**config.mk**
```make
export PLATFORM = sky130hd
export DESIGN_NAME = rob
export DESIGN_NICKNAME = d
export VERILOG_FILES = /design/src/rtl/rob.sv
export SDC_FILE = /design/constraint.sdc
export NUM_CORES = 1
export LEC_CHECK = 0
export CAP_MARGIN = 40
export CELL_PAD_IN_SITES_DETAIL_PLACEMENT = 1
export CELL_PAD_IN_SITES_GLOBAL_PLACEMENT = 1
export CORE_ASPECT_RATIO = 0.6
export CORE_MARGIN = 2
export CORE_UTILIZATION = 52
export CTS_BUF_LIST = sky130_fd_sc_hd__clkbuf_2 sky130_fd_sc_hd__clkbuf_4 sky130_fd_sc_hd__clkbuf_8
export DETAILED_ROUTE_END_ITERATION = 6
export DONT_BUFFER_PORTS = 1
export GPL_TIMING_DRIVEN = 1
export PLACE_DENSITY = 0.77
export SYNTH_ARGS = -nofsm -noshare
export SYNTH_HDL_FRONTEND = slang
export SYNTH_SLANG_ARGS = --single-unit
```
**constraint.sdc**
```tcl
create_clock -name clk -period 5.9 [get_ports clk]
set_input_delay 1.18 -clock clk [delete_from_list [all_inputs] [get_ports clk]]
set_output_delay 1.18 -clock clk [all_outputs]
set_load 0.1 [all_outputs]
```
**src/rtl/rob.sv**
```systemverilog
// Reorder buffer: in-order retire of up to 2*SIZE-1 entries with a per-register rename map.
// Optional ROB_BYPASS_EN: a completion at the head retires or flushes on the same edge it arrives.
module rob #(
    parameter  int WIDTH = 32,
    parameter  int SIZE  = 8,
    localparam int IW    = $clog2(SIZE) + 1,
    localparam int DEPTH = 2 * SIZE
) (
    input  logic             clk,
    input  logic             rst,
    input  logic             alloc,
    input  logic [4:0]       alloc_rd,
    input  logic [4:0]       rl,
    input  logic [4:0]       rr,
    output logic             full,
    output logic [IW-1:0]    rob_next,
    output logic [1:0]       rob_wait,
    output logic [IW-1:0]    rob_rl,
    output logic [IW-1:0]    rob_rr,
    input  logic             ntf,
    input  logic [2:0]       exc,
    input  logic [WIDTH-1:0] val,
    input  logic [IW-1:0]    at,
    output logic [4:0]       rwrite,
    output logic [IW-1:0]    rbus,
    output logic [WIDTH-1:0] result,
    output logic             flush,
    output logic [2:0]       flush_exc,
    output logic [IW-1:0]    flush_at
);
    localparam logic [4:0] R_ZERO   = 5'd0;
    localparam logic [4:0] R_IMM    = 5'h1F;
    localparam logic [2:0] EXC_NONE = 3'd0;

    // Index 0 is reserved as "no producer", so the ring runs 1..DEPTH-1.
    function automatic logic [IW-1:0] f_next(input logic [IW-1:0] i);
        return (i == IW'(DEPTH - 1)) ? IW'(1) : i + IW'(1);
    endfunction

    logic [DEPTH-1:0] r_busy, r_done;
    logic [4:0]       r_rd  [DEPTH];
    logic [WIDTH-1:0] r_val [DEPTH];
    logic [2:0]       r_exc [DEPTH];
    logic [IW-1:0]    r_map [32];
    logic [31:0]      r_pend;
    logic [IW-1:0]    r_head, r_tail, r_count;

    logic [4:0]       r_rwrite;
    logic [IW-1:0]    r_rbus, r_flush_at;
    logic [WIDTH-1:0] r_result;
    logic             r_flush;
    logic [2:0]       r_flush_exc;

    logic             w_full, w_byp, w_hready, w_retire, w_flush, w_alloc, w_ntf, w_clr;
    logic [2:0]       w_hexc;
    logic [WIDTH-1:0] w_hval;
    logic [4:0]       w_hrd;

`ifdef ROB_BYPASS_EN
    assign w_byp = ntf && (at == r_head) && r_busy[r_head] && !r_done[r_head];
`else
    assign w_byp = 1'b0;
`endif

    assign w_full   = (r_count == IW'(DEPTH - 1));
    assign w_hexc   = w_byp ? exc : r_exc[r_head];
    assign w_hval   = w_byp ? val : r_val[r_head];
    assign w_hrd    = r_rd[r_head];
    assign w_hready = r_busy[r_head] && (r_done[r_head] || w_byp);
    assign w_retire = w_hready && (w_hexc == EXC_NONE);
    assign w_flush  = w_hready && (w_hexc != EXC_NONE);
    assign w_alloc  = alloc && !w_full && !w_flush;
    assign w_ntf    = ntf && r_busy[at] && !w_flush;
    // A younger producer of the same register keeps it pending.
    assign w_clr    = w_retire && (w_hrd != R_ZERO) && (r_map[w_hrd] == r_head);

    assign full        = w_full;
    assign rob_next    = r_tail;
    assign rob_rl      = r_map[rl];
    assign rob_rr      = r_map[rr];
    assign rob_wait[1] = r_pend[rl] && (rl != R_ZERO) && !(w_retire && (r_map[rl] == r_head));
    assign rob_wait[0] = r_pend[rr] && (rr != R_ZERO) && (rr != R_IMM)
                         && !(w_retire && (r_map[rr] == r_head));

    assign rwrite    = r_rwrite;
    assign rbus      = r_rbus;
    assign result    = r_result;
    assign flush     = r_flush;
    assign flush_exc = r_flush_exc;
    assign flush_at  = r_flush_at;

    always_ff @(posedge clk or negedge rst) begin
        if (!rst) begin
            r_busy      <= '0;
            r_done      <= '0;
            r_pend      <= '0;
            r_head      <= IW'(1);
            r_tail      <= IW'(1);
            r_count     <= '0;
            r_rwrite    <= R_ZERO;
            r_rbus      <= '0;
            r_result    <= '0;
            r_flush     <= 1'b0;
            r_flush_exc <= EXC_NONE;
            r_flush_at  <= '0;
        end else if (w_flush) begin
            r_busy      <= '0;
            r_done      <= '0;
            r_pend      <= '0;
            r_head      <= IW'(1);
            r_tail      <= IW'(1);
            r_count     <= '0;
            r_rwrite    <= R_ZERO;
            r_flush     <= 1'b1;
            r_flush_exc <= w_hexc;
            r_flush_at  <= r_head;
        end else begin
            r_flush  <= 1'b0;
            r_rwrite <= R_ZERO;
            if (w_ntf)
                r_done[at] <= 1'b1;
            // Retire clears come after the ntf set so a bypassed head ends up free.
            if (w_retire) begin
                r_busy[r_head] <= 1'b0;
                r_done[r_head] <= 1'b0;
                r_rwrite       <= w_hrd;
                r_rbus         <= r_head;
                r_result       <= w_hval;
                r_head         <= f_next(r_head);
                if (w_clr)
                    r_pend[w_hrd] <= 1'b0;
            end
            if (w_alloc) begin
                r_busy[r_tail] <= 1'b1;
                r_done[r_tail] <= 1'b0;
                r_tail         <= f_next(r_tail);
                if (alloc_rd != R_ZERO)
                    r_pend[alloc_rd] <= 1'b1;
            end
            case ({w_alloc, w_retire})
                2'b10:   r_count <= r_count + IW'(1);
                2'b01:   r_count <= r_count - IW'(1);
                default: r_count <= r_count;
            endcase
        end
    end

    always_ff @(posedge clk) begin
        if (w_alloc) begin
            r_rd[r_tail] <= alloc_rd;
            if (alloc_rd != R_ZERO)
                r_map[alloc_rd] <= r_tail;
        end
        if (w_ntf) begin
            r_val[at] <= val;
            r_exc[at] <= exc;
        end
    end
endmodule

```
### After elaboration in Yosys (flattened, before gate mapping)

Memories as Yosys holds them, arrays and structs flattened. A register that Yosys moved wholly into a read port is not among the register bits.
Index checks and enable logic that the tools add are counted.

* bits in writable memories: 768
* register bits after elaboration: 93
* logic and storage cells: 141
* output and inout bits: 64
* input bits: 58
* memories: 4

* muxes and demuxes: 54
* magnitude comparators: 12
* eq/ne operators: 9
* reduce and logical (&&, ||, !) cells: 36
* bitwise gates (word level): 11
* add/sub/neg operators: 4

Memory list
* r_val: words 16, bits a word 32, rd ports 1, clocked after memory_dff 1, wr ports 1, line 42 `logic [WIDTH-1:0] r_val [DEPTH];`
* r_map: words 32, bits a word 4, rd ports 3, clocked after memory_dff 0, wr ports 1, line 44 `logic [IW-1:0] r_map [32];`
* r_rd: words 16, bits a word 5, rd ports 1, clocked after memory_dff 0, wr ports 1, line 41 `logic [4:0] r_rd [DEPTH];`
* r_exc: words 16, bits a word 3, rd ports 1, clocked after memory_dff 0, wr ports 1, line 43 `logic [2:0] r_exc [DEPTH];`

Operators by type and width (count)
* 32-bit two-way mux: 6
* 16-bit two-way mux: 10
* 16-bit bitwise AND: 3
* 32-bit bitwise AND: 1
* 16-bit inverter: 2
* 32-bit inverter: 1
* 16-bit bitwise OR: 2
* 32-bit bitwise OR: 1
* 4-bit two-way mux: 7
* 5-bit by 6-bit < comparator with 1-bit output (second input constant): 4
* 1-bit logical AND: 21
* 5-bit nonzero test: 4
* 1-bit two-way mux: 18
* 4-bit by 5-bit < comparator with 1-bit output (second input constant): 3
* 4-bit by 1-bit adder with 4-bit output (second input constant): 3
* 1-bit binary-select mux with 4-bit select: 3
* 1-bit demux with 4-bit select: 3
* 4-bit == test: 3
* 4-bit == test (second input constant): 3
* 4-bit by 1-bit >= comparator with 1-bit output (second input constant): 3
* 1-bit binary-select mux with 5-bit select: 2
* 1-bit demux with 5-bit select: 2
* 5-bit by 1-bit >= comparator with 1-bit output (second input constant): 2
* 5-bit two-way mux: 2
* other kinds (11): 17

### Depth between registers and ports, before layout

* depth after elaboration: 14
* mapped depth: 17
* gate-level depth less buffers: 12

### Least setup slack after synthesis

Ideal clock, no wire load.

* kind: input to output
* start point: input rr[0]
* end point: output rob_wait[0]
* buffers on the path: 2
* stages on the path: 8
* arrival: 5.466 ns
* path slack: -0.746 ns
* required time: 4.720 ns
* cell sequence: clkbuf_1 > buf_1 > mux4_2 > mux4_2 > mux2_2 > xnor2_1 > nor3_1 > a31oi_1

* cells in the longest elaborated chain, start to end: 5
* elaborated cells between the ends (all ways): 11
* those cells by class: eq/ne: 2; mux: 2; reduce/logical: 6; memory: 1

Ends and longest elaborated chain
* start, declared: line 14 `input logic [4:0] rr,`
* memory read 32 x 4 bit
* named net rob_rr[1]: line 19 `output logic [IW-1:0] rob_rr,`
* 4-bit == test: line 83 `&& !(w_retire && (r_map[rr] == r_head));`
* 1-bit logical AND: line 83
* 1-bit zero test: line 83
* 1-bit logical AND: line 83
* end, declared: line 17 `output logic [1:0] rob_wait,`

The timed path passes the listed nets, and every way through them passes these cells. The select of a mux whose other input is x is not followed.

### Final worst setup path

* start point: register r_head[1]
* end point: output rob_wait[1]

* cells in the longest elaborated chain, start to end: 7
* elaborated cells between the ends (all ways): 12
* those cells by class: eq/ne: 1; mux: 4; reduce/logical: 6; memory: 1

Ends and longest elaborated chain
* start, declared: line 46 `logic [IW-1:0] r_head, r_tail, r_count;`
* start signal, assigned: line 129 `r_head <= f_next(r_head);`
* branches (longest 4 deep; another with memory read 16 x 3 bit)
* 1-bit logical AND (*): line 81 `assign rob_wait[1] = r_pend[rl] && (rl != R_ZERO) && !(w_retire && (r_map[rl] == r_head));`
* 1-bit zero test (*): line 81
* 1-bit logical AND (*): line 81

Every way passes the cells marked *. The select of a mux whose other input is x is not followed.

==> results.py <==
metrics = {
    "routing": {
        "drc": 0,
        "drtIter0Drc": 3243,
        "drt-pass1-iter-count": 6,
        "detail_route.wl_per_cell_microns": 34.27,
        "antenna_left": 0,
        "vias_per_cell": 6.798,
        "vias": 22430,
        "routed_wl_microns": 113100,
    },
    "sta": {
        "period_share_pct": 95.86,
        "max_freq_ghz": 0.1768,
        "worst_pin_slew_ns": 0.9114,
        "period_minus_slack_ns": 5.656,
        "max_slew_margin_pct": 39.17,
        "rsz0062_at_grt": "no",
        "tns_ns": 0,
        "setup_viol": 0,
        "clock-skew-final_ns": 0.03512,
        "hold_violations": 0,
        "report.final.slew_viol_count": 0,
    },
    "floorplanning": {
        "die_h_microns": 215.2,
        "io_pins": 122,
        "start_util_pct": 52.51,
        "num_rows": 77,
        "die-width_microns": 356.0,
        "die_area_sq_um": 76600,
        "core_sq_um": 73610,
    },
    "final_layout": {
        "area_growth_pct": 13.73,
        "layoutNonFillerInstCount": 3300,
        "drive_gt1_share_pct": 32.05,
        "mostFrequentLayoutCells": "768 x edfxtp_1, 288 x mux4_2, 144 x clkbuf_8, 120 x nand2_1, 116 x dfrtp_1",
        "nNetsFinal": 2273,
        "postLayoutCoreUtil_pct": 59.73,
        "layout_commonest_cell": "edfxtp_1",
    },
    "setup_path": {
        "r2r-start": "r_head[0]$_DFFE_PN1P_",
        "path_class": "reg2out",
        "cp_max_fo": 34,
        "required_ns": 4.72,
        "startpoint": "r_head[1]$_DFFE_PN0P_",
        "crit_end": "rob_wait[1]",
        "ff2ff_path_depth": 10,
        "worstPathArrival_ns": 4.48,
        "r2r_end": "r_pend[18]$_DFF_PN0_",
        "startpoint_type": "flop",
        "end_kind": "output port",
        "r2r_setup_slack_ns": 0.59,
    },
    "clocking": {
        "root_buffer": "clkbuf_8",
        "h-tree-depth": 4,
        "cts_tree": "done",
        "clk_latency_ns": 0.82,
        "cts.sink_count": 892,
        "clk_path_buf_depth": 3,
        "numCtsBuffers": 134,
        "clkSlewWorstSetupHoldPaths_ns": 0.06,
        "cts_resized": 0,
    },
    "yosys": {
        "synth_edf_count": 768,
        "ys_seq_area_share_pct": 67.70,
        "syn_area_sq_um": 38650,
        "syn_inst": 2086,
        "synth_cell_types": 85,
        "synthArstFlopShare_pct": 13.90,
        "postSynthAreaPerCell_sq_um": 18.53,
        "synth-seq-cells": 892,
        "synth_ff_type": "edfxtp_1",
        "yosys_warnings": 0,
    },
    "power_and_ir_drop": {
        "power-per-cell-area_nw_per_um2": 417.7,
        "vdd_drop_max_mv": 0.3087,
        "power.total_mw": 18.36,
        "p_leak_nw": 14.90,
    },
    "status": {
        "outcome": "completed",
    },
    "placed_design": {
        "hpwl_microns": 69020,
        "io_buffers": 0,
        "gp_congestion": 0.9358,
        "numPlacedInstances": 3048,
    },
    "global_routing": {
        "grt_max_degree": 112,
        "grt_antenna_before_repair": 4,
        "grt-ovfl-total": 0,
        "grtUsageTotal_pct": 30.10,
        "grt_pass1_wl_microns": 165700,
        "first_global_vias": 23330,
    },
    "run": {
        "maxCapViolCount": 0,
    },
    "hold_path": {
        "holdCritPathClass": "in2async",
    },
}
==> kinds of logic after synthesis <==
group | after synthesis | share of synthesized area, %
other cells | 1 | 0.009702
simple gates | 428 | 5.626
fa+ha+maj | 11 | 0.3755
xor+xnor | 12 | 0.2913
flops | 892 | 67.70
buf+inv | 160 | 2.052
compound gates | 151 | 2.810
mux | 431 | 21.14
==> metal layers <==
layer,track usage (%),up-vias,wire [microns]
li1,-,8838,-
met4,10.08,6,2930
met2,42.80,1385,50200
met1,44.37,11990,46710
met5,0,-,38
met3,9.495,219,13210
==> synth_stat cells, types with 12 or more instances <==
master / count / area share [%]
edfxtp_1: 768 / 60
mux4_2: 288 / 17
dfrtp_1: 122 / 7.9
nand2_1: 120 / 1.2
nor2_1: 98 / 0.95
mux2i_1: 69 / 1.8
clkbuf_1: 66 / 0.64
mux2_2: 59 / 1.7
nand3_1: 47 / 0.61
o21ai_0: 32 / 0.41
nor4_1: 31 / 0.50
buf_1: 28 / 0.27
and3_1: 24 / 0.39
a21oi_1: 20 / 0.26
a311oi_1: 19 / 0.43
inv_1: 19 / 0.18
buf_2: 17 / 0.22
nor3b_1: 17 / 0.33
nor3_1: 15 / 0.19
nand4_1: 14 / 0.23
and3b_1: 12 / 0.27
==> where the power goes <==
part,switching [mW],internal (mW)
sequential,0.552,7.43
combinational,3.06,2.11
clock,2.49,2.72
==> worst min-delay path by stage <==
stage                           startpoint                endpoint  slack, ns  depth (start not counted)
CTS                                    rst   result[0]$_DFFE_PN0P_      0.001                          0
global route                           rst   result[0]$_DFFE_PN0P_       0.06                          0
global placement      r_busy[10]$_DFF_PN0_    r_busy[10]$_DFF_PN0_       0.48                          1
floorplan           r_count[3]$_DFFE_PN0P_  r_count[3]$_DFFE_PN0P_       0.46                          1
detailed placement    r_done[15]$_DFF_PN0_    r_done[15]$_DFF_PN0_       0.48                          1
finish                                 rst   result[0]$_DFFE_PN0P_       0.09                          0
==> stage by stage <==
stage	area [sq um]	worst slack, ns	hold WS [ns]
3_3_place_gp	40100	0.8341	0.4819
4_1_cts	43850	0.07851	0.001352
6_report	43960	0.2445	0.08672
5_1_grt	43960	0.08134	0.05716
3_5_place_dp	41110	0.7686	0.4813
2_1_floorplan	38690	-0.07922	0.4567
==> registers in the layout, summed over array words and instances (netlist names) <==
signal / count
r_busy: 16
r_pend: 31
flush_at: 4
flush_exc: 3
r_map: 128
r_rd: 80
rob_next: 4
r_head: 4
rwrite: 5
r_val: 512
r_done: 16
result: 32
rbus: 4
flush: 1
r_count: 4
r_exc: 48
==> final cells by class <==
cell class                      instances  area [sq um]
Antenna cell                            1         2.502
Clock buffer                          187          2305
Clock inverter                         57         390.4
Fill cell                            6419         29640
Inverter                               24         91.34
Multi-Input combinational cell       1037         11850
Sequential cell                       892         26190
Tap cell                              987          1235
Timing Repair Buffer                  115          1902
==> worst max-delay path: stages, from the launching register on <==
cell and delay [ns]:
dfrtp_4 0.75, buf_4 0.45, buf_4 0.55, nand3_1 0.14, o21ai_0 0.11, o21ai_0 0.09, mux4_2 0.70, nor2_4 0.43
a31oi_2 0.15, buf_4 0.26
==> what timing repair did <==
| action | 4_1_cts | 5_1_grt |
|---|---|---|
| hold buffers | 1 | 0 |
| hold endpoints to repair | 16 | 0 |
| pin swaps | 0 | 0 |
| endpoints found under the setup margin | 2 | 2 |
| setup buffers | 1 | 1 |
No activity file was read; power rests on OpenSTA's default activity.
